**src/rtl/instruction_fetch_sequencer_if.sv**
```systemverilog
// ============================================================================
// Module  : instruction_fetch_sequencer_if
// Brief   : Program-memory read bus and core start/busy handshake.
// Revision: 1.0 - initial release
// ============================================================================
`default_nettype none

interface instruction_fetch_sequencer_if #(
   parameter int INSTRUCTION_WIDTH = 32,
   parameter int ADDR_WIDTH        = 10
);
   logic [ADDR_WIDTH-1:0]        memAddr;
   logic                         memReadEn;
   logic [INSTRUCTION_WIDTH-1:0] memData;
   logic [INSTRUCTION_WIDTH-1:0] instructionOut;
   logic                         start;
   logic                         coreBusy;

   modport master (
      output memAddr, memReadEn, instructionOut, start,
      input  memData, coreBusy
   );

   modport slave (
      input  memAddr, memReadEn, instructionOut, start,
      output memData, coreBusy
   );
endinterface

`default_nettype wire

```
**src/rtl/instruction_fetch_sequencer.sv**
```systemverilog
// ============================================================================
// Module  : instruction_fetch_sequencer
// Brief   : Walks program memory, issues each instruction to the core, drains, reports done.
// Revision: 1.0 - initial release
// ============================================================================
`default_nettype none

module instruction_fetch_sequencer #(
   parameter int INSTRUCTION_WIDTH = 32,
   parameter int ADDR_WIDTH        = 10,
   parameter int COUNT_WIDTH       = 32
) (
   input  wire logic                   clk,
   input  wire logic                   reset,
   input  wire logic                   run,
   input  wire logic                   abort,
   input  wire logic [ADDR_WIDTH:0]    programLength,
   instruction_fetch_sequencer_if.master bus,
   output logic                        done,
   output logic [COUNT_WIDTH-1:0]      cycleCount,
   output logic [ADDR_WIDTH:0]         issueCount
);

   localparam logic [2:0] c_idle  = 3'd0;
   localparam logic [2:0] c_fetch = 3'd1;
   localparam logic [2:0] c_load  = 3'd2;
   localparam logic [2:0] c_issue = 3'd3;
   localparam logic [2:0] c_drain = 3'd4;
   localparam logic [2:0] c_done  = 3'd5;

   localparam logic [ADDR_WIDTH:0] c_max_len = {1'b1, {ADDR_WIDTH{1'b0}}};
   localparam logic [ADDR_WIDTH:0] c_one     = {{ADDR_WIDTH{1'b0}}, 1'b1};

   logic [2:0]                   r_state;
   logic [2:0]                   w_next_state;
   logic [ADDR_WIDTH:0]          r_pc;
   logic [ADDR_WIDTH:0]          r_len;
   logic [INSTRUCTION_WIDTH-1:0] r_instr;
   logic [COUNT_WIDTH-1:0]       r_cycle;
   logic [ADDR_WIDTH:0]          r_issue;

   logic [ADDR_WIDTH:0]          w_len_clip;
   logic                         w_idle_like;
   logic                         w_active;
   logic                         w_accept;
   logic                         w_last;

   assign w_len_clip  = (programLength > c_max_len) ? c_max_len : programLength;
   assign w_idle_like = (r_state == c_idle) || (r_state == c_done);
   assign w_active    = (r_state == c_fetch) || (r_state == c_load) ||
                        (r_state == c_issue) || (r_state == c_drain);
   assign w_accept    = (r_state == c_issue) && !bus.coreBusy;
   // pc is one bit wider than the address so a full 2^ADDR_WIDTH program ends instead of wrapping
   assign w_last      = ((r_pc + c_one) == r_len);

   always_ff @(posedge clk or negedge reset) begin
      if (!reset) begin
         r_state <= c_idle;
      end else begin
         r_state <= w_next_state;
      end
   end

   always_comb begin
      w_next_state = r_state;
      if (abort) begin
         w_next_state = c_idle;
      end else begin
         case (r_state)
            c_idle, c_done: begin
               if (run) begin
                  w_next_state = (w_len_clip == '0) ? c_done : c_fetch;
               end
            end
            c_fetch: w_next_state = c_load;
            c_load:  w_next_state = c_issue;
            c_issue: begin
               if (!bus.coreBusy) begin
                  w_next_state = w_last ? c_drain : c_fetch;
               end
            end
            c_drain: begin
               if (!bus.coreBusy) begin
                  w_next_state = c_done;
               end
            end
            default: w_next_state = c_idle;
         endcase
      end
   end

   always_comb begin
      bus.memReadEn = 1'b0;
      bus.start     = 1'b0;
      done          = 1'b0;
      case (r_state)
         c_fetch: bus.memReadEn = 1'b1;
         c_issue: bus.start     = !bus.coreBusy;
         c_done:  done          = 1'b1;
         default: ;
      endcase
   end

   // Abort freezes every counter and pointer; only the state returns to idle.
   always_ff @(posedge clk or negedge reset) begin
      if (!reset) begin
         r_pc    <= '0;
         r_len   <= '0;
         r_instr <= '0;
         r_cycle <= '0;
         r_issue <= '0;
      end else if (!abort) begin
         if (w_idle_like && run) begin
            r_len   <= w_len_clip;
            r_pc    <= '0;
            r_cycle <= '0;
            r_issue <= '0;
         end
         if (w_active && (r_cycle != '1)) begin
            r_cycle <= r_cycle + {{(COUNT_WIDTH-1){1'b0}}, 1'b1};
         end
         if (r_state == c_load) begin
            r_instr <= bus.memData;
         end
         if (w_accept) begin
            r_pc    <= r_pc + c_one;
            r_issue <= r_issue + c_one;
         end
      end
   end

   assign bus.memAddr        = r_pc[ADDR_WIDTH-1:0];
   assign bus.instructionOut = r_instr;
   assign cycleCount         = r_cycle;
   assign issueCount         = r_issue;

endmodule

`default_nettype wire

```
**src/flat_wrapper.sv**
```systemverilog
// flat-port wrapper written by rule: the top's interface ports become plain ports
module instruction_fetch_sequencer_flat 
#(
   parameter int INSTRUCTION_WIDTH = 32,
   parameter int ADDR_WIDTH        = 10,
   parameter int COUNT_WIDTH       = 32
)
  (clk, reset, run, abort, programLength, done, cycleCount, issueCount, bus_memAddr, bus_memReadEn, bus_instructionOut, bus_start, bus_memData, bus_coreBusy);
  instruction_fetch_sequencer_if #(.INSTRUCTION_WIDTH(INSTRUCTION_WIDTH), .ADDR_WIDTH(ADDR_WIDTH)) bus_i ();
  input  wire logic clk;
  input  wire logic reset;
  input  wire logic run;
  input  wire logic abort;
  input  wire logic [ADDR_WIDTH:0] programLength;
  output logic done;
  output logic [COUNT_WIDTH-1:0] cycleCount;
  output logic [ADDR_WIDTH:0] issueCount;
  output wire logic [$bits(bus_i.memAddr)-1:0] bus_memAddr;
  output wire logic [$bits(bus_i.memReadEn)-1:0] bus_memReadEn;
  output wire logic [$bits(bus_i.instructionOut)-1:0] bus_instructionOut;
  output wire logic [$bits(bus_i.start)-1:0] bus_start;
  input wire logic [$bits(bus_i.memData)-1:0] bus_memData;
  input wire logic [$bits(bus_i.coreBusy)-1:0] bus_coreBusy;
  assign bus_memAddr = bus_i.memAddr;
  assign bus_memReadEn = bus_i.memReadEn;
  assign bus_instructionOut = bus_i.instructionOut;
  assign bus_start = bus_i.start;
  assign bus_i.memData = bus_memData;
  assign bus_i.coreBusy = bus_coreBusy;
  instruction_fetch_sequencer #(.INSTRUCTION_WIDTH(INSTRUCTION_WIDTH), .ADDR_WIDTH(ADDR_WIDTH), .COUNT_WIDTH(COUNT_WIDTH)) u_core (.clk(clk), .reset(reset), .run(run), .abort(abort), .programLength(programLength), .bus(bus_i), .done(done), .cycleCount(cycleCount), .issueCount(issueCount));
endmodule
```
**config.mk**
```make
export PLATFORM = sky130hd
export DESIGN_NAME = instruction_fetch_sequencer_flat
export DESIGN_NICKNAME = d
export VERILOG_FILES = /design/src/rtl/instruction_fetch_sequencer_if.sv /design/src/rtl/instruction_fetch_sequencer.sv /design/src/flat_wrapper.sv
export SDC_FILE = /design/constraint.sdc
export NUM_CORES = 1
export LEC_CHECK = 0
export ABC_AREA = 1
export BUFFER_PORTS_ARGS = -buffer_cell sky130_fd_sc_hd__buf_2
export CAP_MARGIN = 0
export CORE_ASPECT_RATIO = 1.2
export CORE_MARGIN = 5
export CORE_UTILIZATION = 54
export CTS_BUF_LIST = sky130_fd_sc_hd__clkbuf_16
export DETAILED_ROUTE_END_ITERATION = 12
export PLACE_DENSITY = 0.88
export SLEW_MARGIN = 40
export SYNTH_ARGS = -nofsm -noshare
export SYNTH_HDL_FRONTEND = slang
export SYNTH_SLANG_ARGS = --single-unit
```
**constraint.sdc**
```tcl
create_clock -name clk -period 2.5 [get_ports clk]
set_input_delay 0.25 -clock clk [delete_from_list [all_inputs] [get_ports clk]]
set_output_delay 0.25 -clock clk [all_outputs]
set_load 0.03 [all_outputs]
```
* After elaboration in Yosys (flattened, before gate mapping) *
Index checks and enable logic that the tools add are counted.

operators by class
  add/subtract/negate cells = 3
  $lt $le $gt $ge = 1
  eq/ne operators = 10
  muxes and demuxes = 16
  bitwise gates (word level) = 1
  reduce and logical (&&, ||, !) cells = 18

operators by type and width
  cell                                                                   count
  32-bit 2-to-1 mux                                                      2
  11-bit 2-to-1 mux                                                      4
  32-bit by 1-bit adder with 32-bit output, second input constant        1
  32-bit inequality test, second input constant                          1
  11-bit by 1-bit adder with 11-bit output, second input constant        2
  3-bit 2-to-1 mux                                                       6
  3-bit case mux with 5 select lines                                     1
  11-bit equality test                                                   1
  11-bit > comparator, second input constant                             1
  11-bit logical NOT                                                     1
  3-bit inequality test, second input constant                           3
  2-bit AND reduction                                                    4
  3-bit by 2-bit equality test with 1-bit output, second input constant  2
  3-bit equality test, second input constant                             2
  1-bit logical OR                                                       4
  2-bit nonzero test                                                     2
  3-bit by 1-bit equality test with 1-bit output, second input constant  1
  1-bit logical AND                                                      3
  3-bit logical NOT                                                      1
  1-bit 2-to-1 mux                                                       3
  3-bit AND reduction                                                    1
  2-bit OR reduction                                                     1
  1-bit logical NOT                                                      1
  1-bit NOT                                                              1

word-level totals
  register bits after elaboration = 100
  output and inout bits = 88

* Longest topological paths before layout *
  word-level depth = 7
  mapped depth = 15

* Worst setup path before layout *
Ideal clock, no wire load.

  path type = flip-flop to flip-flop
  start = reg u_core.r_cycle[1] (netlist: u_core.cycleCount[1])
  end = reg u_core.r_cycle[20] (netlist: u_core.cycleCount[20])
  library setup time = 119 ps
  data arrival time = 1,929 ps
  data required time = 2,381 ps
  setup slack = 452 ps
  stages on the path, launching flop included = 13
  clock period less this slack = 2,048 ps
  cell sequence = dfrtp_1 ha_1 nand2_2 nor2_1 nand2_1 nor2_4 a21oi_4 nand2_2 nand2_2 buf_6 buf_6 nand2_1 nand2_1

between the ends
  longest elaborated chain between the ends = 4
  elaborated cells on any way between the ends = 6
  classes of those cells = add/sub (1); eq/ne (1); mux (1); reduce/logical (3)

ends and longest elaborated chain
  item                                                                                              RTL line                            source
  start: declaration                                                                                instruction_fetch_sequencer.sv:39   logic [COUNT_WIDTH-1:0] r_cycle;
  start signal: assignment                                                                          instruction_fetch_sequencer.sv:120  r_cycle <= r_cycle + {{(COUNT_WIDTH-1){1'b0}}, 1'b1};
  parallel branches: the longest is 4 deep, another holds 32-bit by 1-bit adder with 32-bit output  --

Several ways; the timed one is not identified.
A chain may end at the register's enable or synchronous reset.

* Worst setup path in the final report *
  start = reg u_core.r_cycle[1] (netlist: u_core.cycleCount[1])
  end = reg u_core.r_cycle[22] (netlist: u_core.cycleCount[22])

Same word-level chain as after synthesis.

==> reports/results.ini <==
[synthesis]
synth_compound_gate_area_share_pct=6.36
synth_area_leader_cell=dfrtp_1
syn_inst=701
synth-simple-area-share_pct=29.9
yosysWarnings=0
yosysSeqAreaShare_pct=44.5
synth_xor_area_share_pct=4.52
synth_area_leaders=dfrtp_1 (44%), nand2_1 (14%), mux2_2 (6.4%)
postSynthNetCount=752
synth_most_common_cell=nand2_1
syn_avg_cell_area_um2=8.02
synthAdderAreaFrac_pct=0.667
async_flop_share_pct=100
ys_types=34
synth_edf_count=0
synth_commonest_cells=nand2_1 (212), dfrtp_1 (100), nor2_1 (74)
synth-seq-cells=100
synth_top_family_by_area=simple AND/OR/NAND/NOR gates
synth.mux.area_fraction_pct=6.41
synthFlopType=dfrtp_1
netlist.area_leader.share_pct=44.5
netlist_area_um2=5630

[worst_setup_path]
r2r_end=u_core.cycleCount[22]$_DFFE_PN0P_
cpLargestDelayFamily=simple AND/OR/NAND/NOR gates
path_depth=11
path_buf_inv=1
start_kind=flop
worstPathArrival_ps=2500
critPathMaxFanout=20
path_cells=ha_1, nand2_2, nor2_1, nand2_1, nor2_4, a21oi_4, nand2_2, nand2_2, clkinvlp_4, nand2_1, nand2_1
critPathMaxStageDelay_ps=420
crit_start=u_core.cycleCount[1]$_DFFE_PN0P_
r2r_setup_slack_ps=240
end_kind=flop
r2r_cells=11
cp.required_ps=2740
r2r_start=u_core.cycleCount[1]$_DFFE_PN0P_
critPathCapture=u_core.cycleCount[22]$_DFFE_PN0P_
crit_slowest_cell=dfrtp_1
crit_type=flop to flop

[grt]
grt_first_pass_wirelength_mm=23.2
grt-ovfl-total=0
use_met1_pct=28.2
top_usage_layer=met2
grt_pass1_vias=5039
grt_use_met3_pct=4.30
grt_max_degree=46
antenna_found_initial=0
use_met2_pct=41.8
gr-usage-all-layers_pct=23.3

[detailed_routing]
drc=0
wl_per_cell_um=15.0
drtIter0Drc=205
dr.pass1.iters=5
viasPerCell=5.27
wl_mm=14.4
dr_total_vias=5051
postRouteAntennaNets=0

[pwr]
irDropWorstVdd_mv=0.603
p_leak_nw=3.22
power_density_nw_per_um2=875

[clock_tree]
insertion_delay_ps=350
clockRootBuffer=clkbuf_16
cts_buffer_depth=2
tritoncts=yes
h-tree-depth=3
numCtsBuffers=9
cts.sinks=100
path_clk_slew_ps=70

[die]
coreArea_um2=10100
die_area_um2=12600
die_height_um=122
start_util_pct=55.6
num_rows=40
die_w_um=103
ios=136

[worst_hold_path]
hp-class=input port to flop

[layout]
syn2layout_area_growth_pct=18.3
seqCellArea_um2=2500
num-fill-cells=856
drive_above_1_share_pct=27.0
fin_nets=879
fin_area_um2=6660
num_antenna_cells=0
multi_input_comb_area_um2=2700

[sta]
final.min_clock_period_ps=2260
rsz0062_at_grt=false
finalCritPeriodShare_pct=90.4
slew_headroom_pct=55.7
finalSetupTns_ps=0
tightest_slew_ps=658
hold_viol_final=0
drv_slew=0
setup_viol_count_final=0
clock-skew-final_ps=10.1
timing.fmax_mhz=443

[placement]
numPortBuffers=135
place_area_um2=6350
gp_congestion=0.935
dp_hpwl_mm=10.8

[outcome]
status=finished, final reports clean

[job]
maxCapViolCount=0

sequential cells by signal (all words and copies together) (netlist names):
| signal | flops |
|---|---|
| u_core.r_pc | 11 |
| u_core.r_state | 3 |
| u_core.issueCount | 11 |
| u_core.cycleCount | 32 |
| u_core.r_len | 11 |
| u_core.bus.instructionOut | 32 |
per-stage QoR:
| stage | cells | power [mW] | setup WS (ps) | hold WS [ps] | util (%) |
|---|---|---|---|---|---|
| final | 959 | 5.82 | 241 | 120 | 65.8 |
| after floorplan | 701 | 3.86 | 452 | -45.6 | - |
| after global placement | 942 | 4.39 | 397 | 220 | 62.7 |
| after global routing | 959 | 6.13 | 53.1 | 105 | 65.8 |
| after detailed placement | 942 | 4.48 | 279 | 219 | 62.8 |
| after CTS | 959 | 5.86 | 172 | 105 | 65.8 |
cell families after synthesis:
group,Yosys count
xor gates and xnor gates,29
adders and majority gates,3
buffers and inverters,93
muxes,32
AOI/OAI and AO/OA,58
and+or+nand+nor,386
DFF,100
power by group:
part,internal (mW),switching [mW]
sequential,2.00,0.230
combinational,0.695,1.51
clock,0.701,0.687
total,3.39,2.43
final cells by class:
| class | instances | share of cell area, % |
|---|---|---|
| repair buffers | 143 | 11.3 |
| inverters | 66 | 3.78 |
| flip-flops and latches | 100 | 37.6 |
| well taps | 126 | 2.37 |
| clock buffers | 9 | 3.38 |
| clock inverters | 7 | 0.996 |
| multi-input cells | 508 | 40.6 |
how the worst min path moves through the flow:
stage           from                                  endpoint  slack [ps]  cells after the start
2_1_floorplan  reset  u_core.bus.instructionOut[0]$_DFFE_PN0P_         -50                      0
3_3_place_gp   reset         u_core.issueCount[10]$_DFFE_PN0P_         220                      1
3_5_place_dp   reset                u_core.r_pc[1]$_DFFE_PN0P_         220                      1
4_1_cts        abort             u_core.r_state[1]$_DFFE_PN0P_         100                      2
5_1_grt        abort             u_core.r_state[1]$_DFFE_PN0P_         100                      2
6_report       abort             u_core.r_state[1]$_DFFE_PN0P_         120                      2
placed cells by master, fill, tap and decap left out, types with 7 or more instances in the layout:
| cell type | count |
|---|---|
| buf_2 | 134 |
| buf_4 | 7 |
| clkbuf_16 | 9 |
| dfrtp_1 | 100 |
| inv_1 | 61 |
| mux2_2 | 32 |
| nand2_1 | 212 |
| nand2_2 | 9 |
| nand3_1 | 43 |
| nand4_1 | 8 |
| nor2_1 | 74 |
| nor3_1 | 18 |
| nor4_1 | 7 |
| o21ai_0 | 26 |
| o22ai_1 | 10 |
| xnor2_1 | 10 |
| xor2_1 | 19 |
timing repair:
| action | 4_1_cts | 5_1_grt |
|---|---|---|
| hold endpoints to repair | 29 | 0 |
| buffers inserted | 0 | 0 |
| endpoints found under the setup margin | 0 | 11 |
| hold buffers | 1 | 0 |
| resized for setup | 0 | 1 |
routing by layer:
| layer | share of wire, % | wire length (um) |
|---|---|---|
| met1 | 40 | 5710 |
| met2 | 53 | 7610 |
| met3 | 6.0 | 855 |
| met4 | 1.3 | 189 |
| met5 | 0 | 0 |
Note: power is estimated with default switching activity, not from simulation.
